File: config.mk
export PLATFORM = sky130hd
export DESIGN_NAME = regmap_arbiter
export DESIGN_NICKNAME = d
export VERILOG_FILES = /design/src/rtl/nanocmos_regmap_pkg.sv /design/src/rtl/regmap_rr_pick.sv /design/src/rtl/regmap_arbiter.sv
export SDC_FILE = /design/constraint.sdc
export NUM_CORES = 1
export LEC_CHECK = 0
export CAP_MARGIN = 10
export CORE_ASPECT_RATIO = 0.6
export CORE_UTILIZATION = 40
export DETAILED_ROUTE_END_ITERATION = 6
export GPL_ROUTABILITY_DRIVEN = 0
export PLACE_DENSITY = 0.8
export SLEW_MARGIN = 20
export SYNTH_ARGS = -nofsm -noshare
export SYNTH_HDL_FRONTEND = slang
export SYNTH_SLANG_ARGS = --single-unit
File: constraint.sdc
create_clock -name clk -period 3.1 [get_ports clk]
set_clock_uncertainty 0.05 [all_clocks]
set_input_delay 0.31 -clock clk [delete_from_list [all_inputs] [get_ports clk]]
set_output_delay 0.31 -clock clk [all_outputs]
set_load 0.1 [all_outputs]
File: src/rtl/nanocmos_regmap_pkg.sv
// Shared types and widths for the two-port register-map arbiter.
package nanocmos_regmap_pkg;

    localparam int unsigned NUM_PORTS  = 2;
    localparam int unsigned REG_ADDR_W = 8;
    localparam int unsigned REG_DATA_W = 8;

    typedef enum logic [1:0] {
        IDLE,
        ACCESS,
        RESP
    } state_t;

endpackage

File: src/rtl/regmap_rr_pick.sv
// Two-port round-robin winner select; on a tie the port not granted last wins.
module regmap_rr_pick
    import nanocmos_regmap_pkg::*;
(
    input  logic [NUM_PORTS-1:0] req,
    input  logic                 last,
    output logic [NUM_PORTS-1:0] win
);

    always_comb begin
        win = '0;
        case (req)
            2'b01:   win = 2'b01;
            2'b10:   win = 2'b10;
            2'b11:   win = last ? 2'b01 : 2'b10;
            default: win = '0;
        endcase
    end

endmodule

File: src/rtl/regmap_arbiter.sv
// Two-port arbiter in front of an 8-bit configuration register file.
// Optional port-1 write protection is built only when REGMAP_ARB_WPROT_EN is defined.
module regmap_arbiter
    import nanocmos_regmap_pkg::*;
#(
    parameter int unsigned        NUMREGS    = 16,
    parameter logic [NUMREGS-1:0] WPROT_MASK = '0
) (
    input  logic                                 clk,
    input  logic                                 reset,
    input  logic [NUM_PORTS-1:0]                 req,
    input  logic [NUM_PORTS-1:0]                 we,
    input  logic [NUM_PORTS-1:0][REG_ADDR_W-1:0] addr,
    input  logic [NUM_PORTS-1:0][REG_DATA_W-1:0] wdata,
    output logic [NUM_PORTS-1:0]                 gnt,
    output logic [NUM_PORTS-1:0]                 ack,
    output logic [REG_DATA_W-1:0]                rdata,
    output logic                                 err,
    output logic                                 reg_we,
    output logic [REG_ADDR_W-1:0]                reg_addr,
    output logic [REG_DATA_W-1:0]                reg_wdata,
    input  logic [REG_DATA_W-1:0]                reg_rdata
);

    state_t               state;
    logic                 last;
    logic [NUM_PORTS-1:0] win;
    logic [NUM_PORTS-1:0] lat_port;
    logic                 lat_rd;
    logic                 lat_rej;

    logic                  sel;
    logic                  sel_we;
    logic [REG_ADDR_W-1:0] sel_addr;
    logic                  in_range;
    logic                  sel_prot;
    logic                  sel_rej;

    regmap_rr_pick u_pick (
        .req  (req),
        .last (last),
        .win  (win)
    );

    assign sel      = win[1];
    assign sel_we   = we[sel];
    assign sel_addr = addr[sel];
    assign in_range = 32'(sel_addr) < NUMREGS;

`ifdef REGMAP_ARB_WPROT_EN
    logic [NUMREGS-1:0] prot_bits;
    assign prot_bits = WPROT_MASK >> sel_addr;
    assign sel_prot  = sel && sel_we && prot_bits[0];
`else
    assign sel_prot  = 1'b0;
`endif

    assign sel_rej = !in_range || sel_prot;

    // Legality is resolved while leaving IDLE so every strobe is a plain register.
    always_ff @(posedge clk) begin
        if (reset) begin
            state     <= IDLE;
            last      <= 1'b1;
            gnt       <= '0;
            ack       <= '0;
            err       <= 1'b0;
            reg_we    <= 1'b0;
            rdata     <= '0;
            reg_addr  <= '0;
            reg_wdata <= '0;
            lat_port  <= '0;
            lat_rd    <= 1'b0;
            lat_rej   <= 1'b0;
        end else begin
            gnt    <= '0;
            ack    <= '0;
            err    <= 1'b0;
            reg_we <= 1'b0;
            case (state)
                IDLE: begin
                    if (|req) begin
                        state     <= ACCESS;
                        gnt       <= win;
                        last      <= sel;
                        reg_addr  <= sel_addr;
                        reg_wdata <= wdata[sel];
                        reg_we    <= sel_we && !sel_rej;
                        lat_port  <= win;
                        lat_rd    <= !sel_we && !sel_rej;
                        lat_rej   <= sel_rej;
                    end
                end
                ACCESS: begin
                    state <= RESP;
                    ack   <= lat_port;
                    err   <= lat_rej;
                    if (lat_rd) begin
                        rdata <= reg_rdata;
                    end else if (lat_rej) begin
                        rdata <= '0;
                    end
                end
                RESP: begin
                    state <= IDLE;
                end
                default: begin
                    state <= IDLE;
                end
            endcase
        end
    end

endmodule

After elaboration in Yosys (flattened, before gate mapping)
Cells that the tools add are included.
{ "classes": {"n_bitwise": 3, "reduce_logical": 11, "shifts": 0, "multipliers": 0, "eq_ne": 5, "div_mod_pow": 0, "magnitude_cmp": 2, "addsub": 0, "n_mux": 12} }
{ "ops": {"columns": ["operator", "count"], "rows": [
  ["8-bit 2-to-1 mux", 6],
  ["8-bit by 5-bit less-than comparator with 1-bit output, second input constant", 1],
  ["2-bit case mux with 3 select lines", 1],
  ["2-bit by 1-bit equality test with 1-bit output, second input constant", 2],
  ["2-bit equality test, second input constant", 2],
  ["2-bit 2-to-1 mux", 2],
  ["2-bit case mux with 2 select lines", 1],
  ["2-bit AND reduction", 2],
  ["2-bit OR reduction", 2],
  ["1-bit NOT", 3],
  ["3-bit OR reduction", 1],
  ["1-bit logical AND", 2],
  ["1-bit zero test", 2],
  ["2-bit zero test", 1],
  ["1-bit by 2-bit less-than comparator with 1-bit output, second input constant", 1],
  ["1-bit 2-to-1 mux", 2],
  ["2-bit inequality test, second input constant", 1],
  ["2-bit nonzero test", 1]
]} }
{ "totals": {"n_memories": 0, "mem_bits_ro": 0, "input_bits": 46, "output_inout_bits": 30, "mem_bits_rw": 0, "latchBits": 0, "reg_bits": 37} }

Depth between registers and ports, before layout
Gate-level depths: netlist of run 1.
{ "depth": {"ltp_word": 6, "mapped_depth": 6, "ltp_nobuf": 4} }

Cells and area by module
From an unflattened synthesis of run 1, not the netlist that was laid out.
{ "unflattened": {"cells_unflattened": 159, "area_unflattened_um2": 1540.2} }
{ "modules_own_cells": {"columns": ["module", "area_per_inst_um2", "instances", "cells_each"], "rows": [
  ["regmap_arbiter", 1521.5, 1, 156],
  ["regmap_rr_pick", 18.8, 1, 3]
]} }

Worst setup path after synthesis of run 1
No wires, ideal clock.
{ "synth_timing": {"kind": "register to register", "from": "reg reg_addr[6] (netlist name)", "to": "reg reg_addr[6]", "setup_slack_ps": 1710, "stages_incl_launch_ff": 3, "t_arrival_ps": 1260, "path_buffers": 0, "t_required_ps": 2970, "setup_time_ps": 80, "period_less_slack_ps": 1390, "cell_sequence": "dfxtp_1 > nor2_1 > a211oi_2"} }
{ "synth_lines": {"columns": ["item", "line_no", "text"], "rows": [
  ["to (signal assigned)", "regmap_arbiter.sv:86", "reg_addr <= sel_addr;"],
  ["to (decl)", "regmap_arbiter.sv:20", "output logic [REG_ADDR_W-1:0] reg_addr,"]
]} }

Worst setup path in the final report of run 1
{ "layout_timing": {"from": "reg reg_addr[0]", "to": "out reg_addr[0]"} }
No word-level cell between the ends.

==> results of run 1 <==
cell families after synthesis:
logic type,Yosys count,synth area share (%)
flops,37,49.5
mux,18,12.1
compound gates,33,21.0
buf+inv,11,4.52
simple gates,44,12.9
cell usage in the layout (no fill, tap or decap):
master / n
nor2_1: 26
a32o_1: 1
nor2b_1: 1
clkbuf_8: 6
o21ai_1: 2
a22oi_1: 8
mux2i_1: 18
o21a_1: 2
bufinv_16: 1
clkbuf_1: 1
a211oi_2: 13
nor3_1: 2
a21boi_4: 1
a21oi_1: 3
nand2_1: 6
and3_1: 4
clkdlybuf4s50_1: 74
and2_1: 2
buf_4: 4
a211oi_1: 3
dfxtp_1: 37
nor4_1: 3
inv_1: 1
sequential cells by signal, summed over array words and instances (netlist names):
register	cells
rdata	8
reg_addr	8
reg_wdata	8
ack	2
gnt	2
lat_port	2
state	2
err	1
last	1
lat_rd	1
lat_rej	1
reg_we	1
per-stage QoR:
stage | power (mW) | area, sq um | setup WS, ps
3_3_place_gp | 0.973 | 2260 | 1030
4_1_cts | 1.40 | 2370 | 931
3_5_place_dp | 0.981 | 2260 | 916
2_1_floorplan | 0.852 | 1500 | 1710
5_1_grt | 1.44 | 2370 | 922
6_report | 1.39 | 2370 | 938
how the worst max path moves through the flow:
stage                        startpoint                        to  cells past startpoint
2_1_floorplan  reg_addr[6]$_SDFFE_PP0P_  reg_addr[6]$_SDFFE_PP0P_                      2
3_3_place_gp                     req[1]  reg_addr[0]$_SDFFE_PP0P_                      5
3_5_place_dp                     req[1]  reg_addr[6]$_SDFFE_PP0P_                      5
4_1_cts        reg_addr[0]$_SDFFE_PP0P_               reg_addr[0]                      1
5_1_grt        reg_addr[7]$_SDFFE_PP0P_               reg_addr[7]                      1
6_report       reg_addr[0]$_SDFFE_PP0P_               reg_addr[0]                      1
routing by layer:
| layer | GRT usage, % | share of wire [%] |
|---|---|---|
| met5 | 0 | 0 |
| met3 | 6.92 | 7.4 |
| met4 | 4.46 | 0.58 |
| met2 | 29.7 | 44 |
| met1 | 24.2 | 48 |
report_power, final:
part / switching (mW) / internal (mW) / total, mW / leakage [nW]
clock: 0.159 / 0.262 / 0.421 / 0.0585
combinational: 0.298 / 0.143 / 0.441 / 0.540
sequential: 0.0187 / 0.511 / 0.529 / 0.304
total: 0.476 / 0.916 / 1.39 / 0.903
cell type report:
class | instances | area, sq um | share of cell area, %
repair buffers | 78 | 771 | 32.5
flip-flops and latches | 37 | 741 | 31.2
multi-input cells | 95 | 687 | 28.9
clock buffers | 7 | 86.3 | 3.64
well taps | 45 | 56.3 | 2.37
clock inverters | 1 | 30.0 | 1.26
inverters | 1 | 3.75 | 0.158
==> flow_summary.json, run 1 <==
{
  "status": "completed",
  "initial_core_util_pct": 43.9,
  "reg2regPathDepth": 4,
  "cts_buffers": 5,
  "clk_latency_ps": 280,
  "track_usage_pct": 18.8,
  "synth_edf_count": 0,
  "tightest_slew_ps": 999,
  "fin_crit_sh_pct": 69.8,
  "synth_area_leaders": "dfxtp_1 (50%), mux2i_1 (12%), a211oi_2 (11%), nor2_1 (6.5%), a22oi_1 (4.0%)",
  "ant_nets": 0,
  "vias": 1325,
  "crit_fanout": 2,
  "clock_path_buffers": 2,
  "p_leak_nw": 0.903,
  "drv_cap": 0,
  "ys_seq_area_share_pct": 49.5,
  "finalNetCount": 264,
  "holdPathStages": 2,
  "r2r_start": "last$_SDFFE_PP1P_",
  "drc": 0,
  "synthCells": 143,
  "drive_gt1_share_pct": 11.4,
  "cts_setup_buffers": 0,
  "path_buf_inv": 1,
  "setup_tns_ps": 0,
  "r2r-end": "reg_addr[3]$_SDFFE_PP0P_",
  "finalMaxSlewViolations": 0,
  "place_inst": 256,
  "max_slew_margin_pct": 33.2,
  "setup_violations": 0,
  "fin_crit_ps": 2160,
  "hold_viol": 0,
  "syn_area_sq_um": 1500,
  "path_class": "register to output port",
  "cp_cell_sequence": "clkdlybuf4s50_1",
  "overflow": 0,
  "die_area_sq_um": 3990,
  "cts_resized": 0,
  "cp-end-kind": "output port",
  "clock.fmax_ghz": 0.462,
  "syn_avg_cell_area_sq_um": 10.5,
  "first_pass_iters": 4,
  "crit_required_ps": 2740,
  "reg2reg_slack_ps": 1460,
  "syn_to_final_growth_pct": 58.8,
  "hold_buffers": 0,
  "hold_class": "register to register",
  "die_w_microns": 80.9,
  "antenna_cells": 0,
  "grt_antenna_before_repair": 0,
  "async_flop_share_pct": 0,
  "synth_flop_cell": "dfxtp_1",
  "grt_max_degree": 38,
  "ys_warn_count": 0,
  "detail_route.wl_per_cell_microns": 13.7,
  "synth_top_area_share_pct": 49.5,
  "clockRootBuffer": "clkbuf_8",
  "grt_pass1_vias": 1269,
  "crit_arrival_ps": 1800,
  "worstHoldStart": "lat_port[1]$_SDFFE_PP0P_",
  "holdWs_ps": 412,
  "cts.sinks": 37,
  "critPathLaunchType": "register",
  "htreeDepth": 2,
  "core_sq_um": 3400,
  "place_hpwl_mm": 2.70,
  "cp_slowest_stage_delay_ps": 1160,
  "drtIter0Drc": 45,
  "io_buffers": 75,
  "synth.most_common_cell": "dfxtp_1",
  "rsz0062_at_grt": "no",
  "fin_util_pct": 69.8,
  "synthTopCellsByCount": "dfxtp_1 (37), nor2_1 (26), mux2i_1 (18)",
  "die_h_microns": 49.4,
  "synthesis.nets": 189,
  "routed_via_density": 5.02,
  "layout.cells.non_filler": 264,
  "cts.clk_slew.worst_paths_ps": 70,
  "powerDensity_nw_per_um2": 586,
  "row_count": 16,
  "fill_cells": 261,
  "ys_types": 23,
  "crit_family": "buffers and inverters",
  "hold_path_end": "lat_port[1]$_SDFFE_PP0P_",
  "cts_tree": "yes",
  "ys_seq_elements": 37,
  "io_pins": 76,
  "vdd_drop_max_mv": 0.405,
  "routed_wl_mm": 3.63,
  "grt_pass1_wl_mm": 5.70,
  "cp_slowest_cell": "clkdlybuf4s50_1",
  "yosys.area.top_type": "dfxtp_1"
}
Note: power is estimated with default switching activity, not from simulation.
==> inputs of run 2 (changes only) <==
--- a/config.mk
+++ b/config.mk
@@ -7,10 +7,10 @@
 export LEC_CHECK = 0
 export CAP_MARGIN = 10
 export CORE_ASPECT_RATIO = 0.6
-export CORE_UTILIZATION = 40
+export CORE_UTILIZATION = 39
 export DETAILED_ROUTE_END_ITERATION = 6
 export GPL_ROUTABILITY_DRIVEN = 0
-export PLACE_DENSITY = 0.8
+export PLACE_DENSITY = 0.79
 export SLEW_MARGIN = 20
 export SYNTH_ARGS = -nofsm -noshare
 export SYNTH_HDL_FRONTEND = slang
==> constraint.sdc (replaced) <==
create_clock -name clk -period 2.1 [get_ports clk]
set_clock_uncertainty 0.05 [all_clocks]
set_input_delay 0.21 -clock clk [delete_from_list [all_inputs] [get_ports clk]]
set_output_delay 0.21 -clock clk [all_outputs]
set_load 0.1 [all_outputs]
==> run 2 against run 1 <==
Die area is 2.5% higher. Combinational power rose by 48%. Routed wire length rose by 4.0%. Core utilization shrank 5.3 points. Register-to-register slack got worse by 770 ps. Hold slack improved by 8.3 ps. Critical path type is now primary input to register. Setup slack worse by 370 ps.
==> flow_summary.json, run 2 (same netlist as run 1, synthesis figures left out) <==
{
  "clock.fmax_ghz": 0.651,
  "wl_met3_microns": 369,
  "fin_crit_ps": 1540,
  "holdWs_ps": 420,
  "clockRootBuffer": "clkbuf_8",
  "hold_viol": 0,
  "vias": 1354,
  "hold_buffers": 0,
  "io_buffers": 75,
  "ff_latch_area_sq_um": 741,
  "met1_length_mm": 1.80,
  "grt_pass1_vias": 1220,
  "p_leak_nw": 0.983,
  "cts.clk_slew.worst_paths_ps": 80,
  "cp-end-kind": "register",
  "die_h_microns": 50.0,
  "finalMaxSlewViolations": 0,
  "row_count": 17,
  "die_w_microns": 81.9,
  "dr_wl_met2_mm": 1.55,
  "critPathLaunchType": "primary input",
  "hold_class": "register to register",
  "final_cell_mix": "clkdlybuf4s50_1 (45), dfxtp_1 (37), buf_4 (35), nor2_1 (26), mux2i_1 (18)",
  "postLayoutSetupSlackWorst_ps": 563,
  "die_area_sq_um": 4090,
  "first_pass_iters": 4,
  "fill_cells": 307,
  "crit_fanout": 16,
  "overflow": 0,
  "drv_cap": 0,
  "initial_core_util_pct": 40.9,
  "htreeDepth": 2,
  "grt_max_degree": 38,
  "powerDensity_nw_per_um2": 913,
  "path_class": "primary input to register",
  "cts_tree": "yes",
  "final_common_cell": "clkdlybuf4s50_1",
  "crit_required_ps": 2210,
  "clock_path_buffers": 2,
  "power.total_mw": 2.15,
  "io_pins": 76,
  "place_hpwl_mm": 2.83,
  "top_layer_used": "met4",
  "place_ws_ps": 263,
  "drc": 0,
  "cts.sinks": 37,
  "place_inst": 261,
  "setup_tns_ps": 0,
  "crit_arrival_ps": 1640,
  "cts_resized": 0,
  "rsz0062_at_grt": "no",
  "track_usage_pct": 18.8,
  "multiInputGateArea_sq_um": 687,
  "drive_gt1_share_pct": 26.1,
  "cts_buffers": 5,
  "antenna_cells": 0,
  "tightest_slew_ps": 582,
  "status": "completed",
  "layout.cells.non_filler": 269,
  "ant_nets": 0,
  "reg.largest.list": "rdata: 8 flops, reg_addr: 8 flops, reg_wdata: 8 flops",
  "fin_crit_sh_pct": 73.2,
  "max_slew_margin_pct": 61.0,
  "setup_violations": 0,
  "drtIter0Drc": 53,
  "cts_setup_buffers": 0,
  "vdd_drop_max_mv": 0.457,
  "core_sq_um": 3660,
  "clk_latency_ps": 280,
  "routed_wl_mm": 3.77,
  "grt_antenna_before_repair": 0,
  "detail_route.wl_per_cell_microns": 14.0,
  "grt_pass1_wl_mm": 5.71,
  "finalNetCount": 267,
  "routed_via_density": 5.03,
  "syn_to_final_growth_pct": 57.7
}
## run 2: cell types whose count changed in the layout (fill, tap and decap cells not counted)
cell | previous run | this run
clkbuf_8 | 6 | 5
clkbuf_1 | 1 | 0
clkdlybuf4s50_1 | 74 | 45
buf_12 | 0 | 1
clkinv_2 | 0 | 1
buf_4 | 4 | 35
bufinv_16 | 1 | 2
## run 2: per-stage QoR
step	util (%)	instance area, sq um
floorplan	-	1500
global placement	60.8	2220
detailed placement	60.8	2220
CTS	64.4	2360
global route	64.4	2360
finish	64.4	2360
## run 2: critical path, cell delays in order
cell             delay (ps)
clkdlybuf4s50_1         510
a21boi_4                240
buf_4                   300
mux2i_1                 300
nor4_1                   80
## run 2: worst paths after layout
| kind | startpoint | endpoint | slack, ps | cells past startpoint |
|---|---|---|---|---|
| worst max register to register | last$_SDFFE_PP1P_ | reg_we$_SDFF_PP0_ | 690 | 4 |
| worst min register to register | lat_port[0]$_SDFFE_PP0P_ | lat_port[0]$_SDFFE_PP0P_ | 420 | 1 |
| worst max-delay path | req[1] | reg_we$_SDFF_PP0_ | 560 | 5 |
| worst min-delay path | lat_port[0]$_SDFFE_PP0P_ | lat_port[0]$_SDFFE_PP0P_ | 420 | 1 |
## run 2: where the power goes
group	internal, mW	switching, mW
clock network	0.472	0.244
registers	0.754	0.0288
logic	0.210	0.444
## run 2: cell type report
type / instances / share of cell area, %
Inverter: 1 / 0.159
Multi-Input combinational cell: 95 / 29.1
Timing Repair Buffer: 81 / 31.1
Clock buffer: 5 / 2.92
Clock inverter: 3 / 2.76
Tap cell: 47 / 2.49
Sequential cell: 37 / 31.4
## run 2: routing by layer
metal,GRT usage (%),vias to the layer above
li1,-,664
met1,25.4,616
met2,27.4,67
met3,5.93,7
met4,7.89,0
met5,0,-
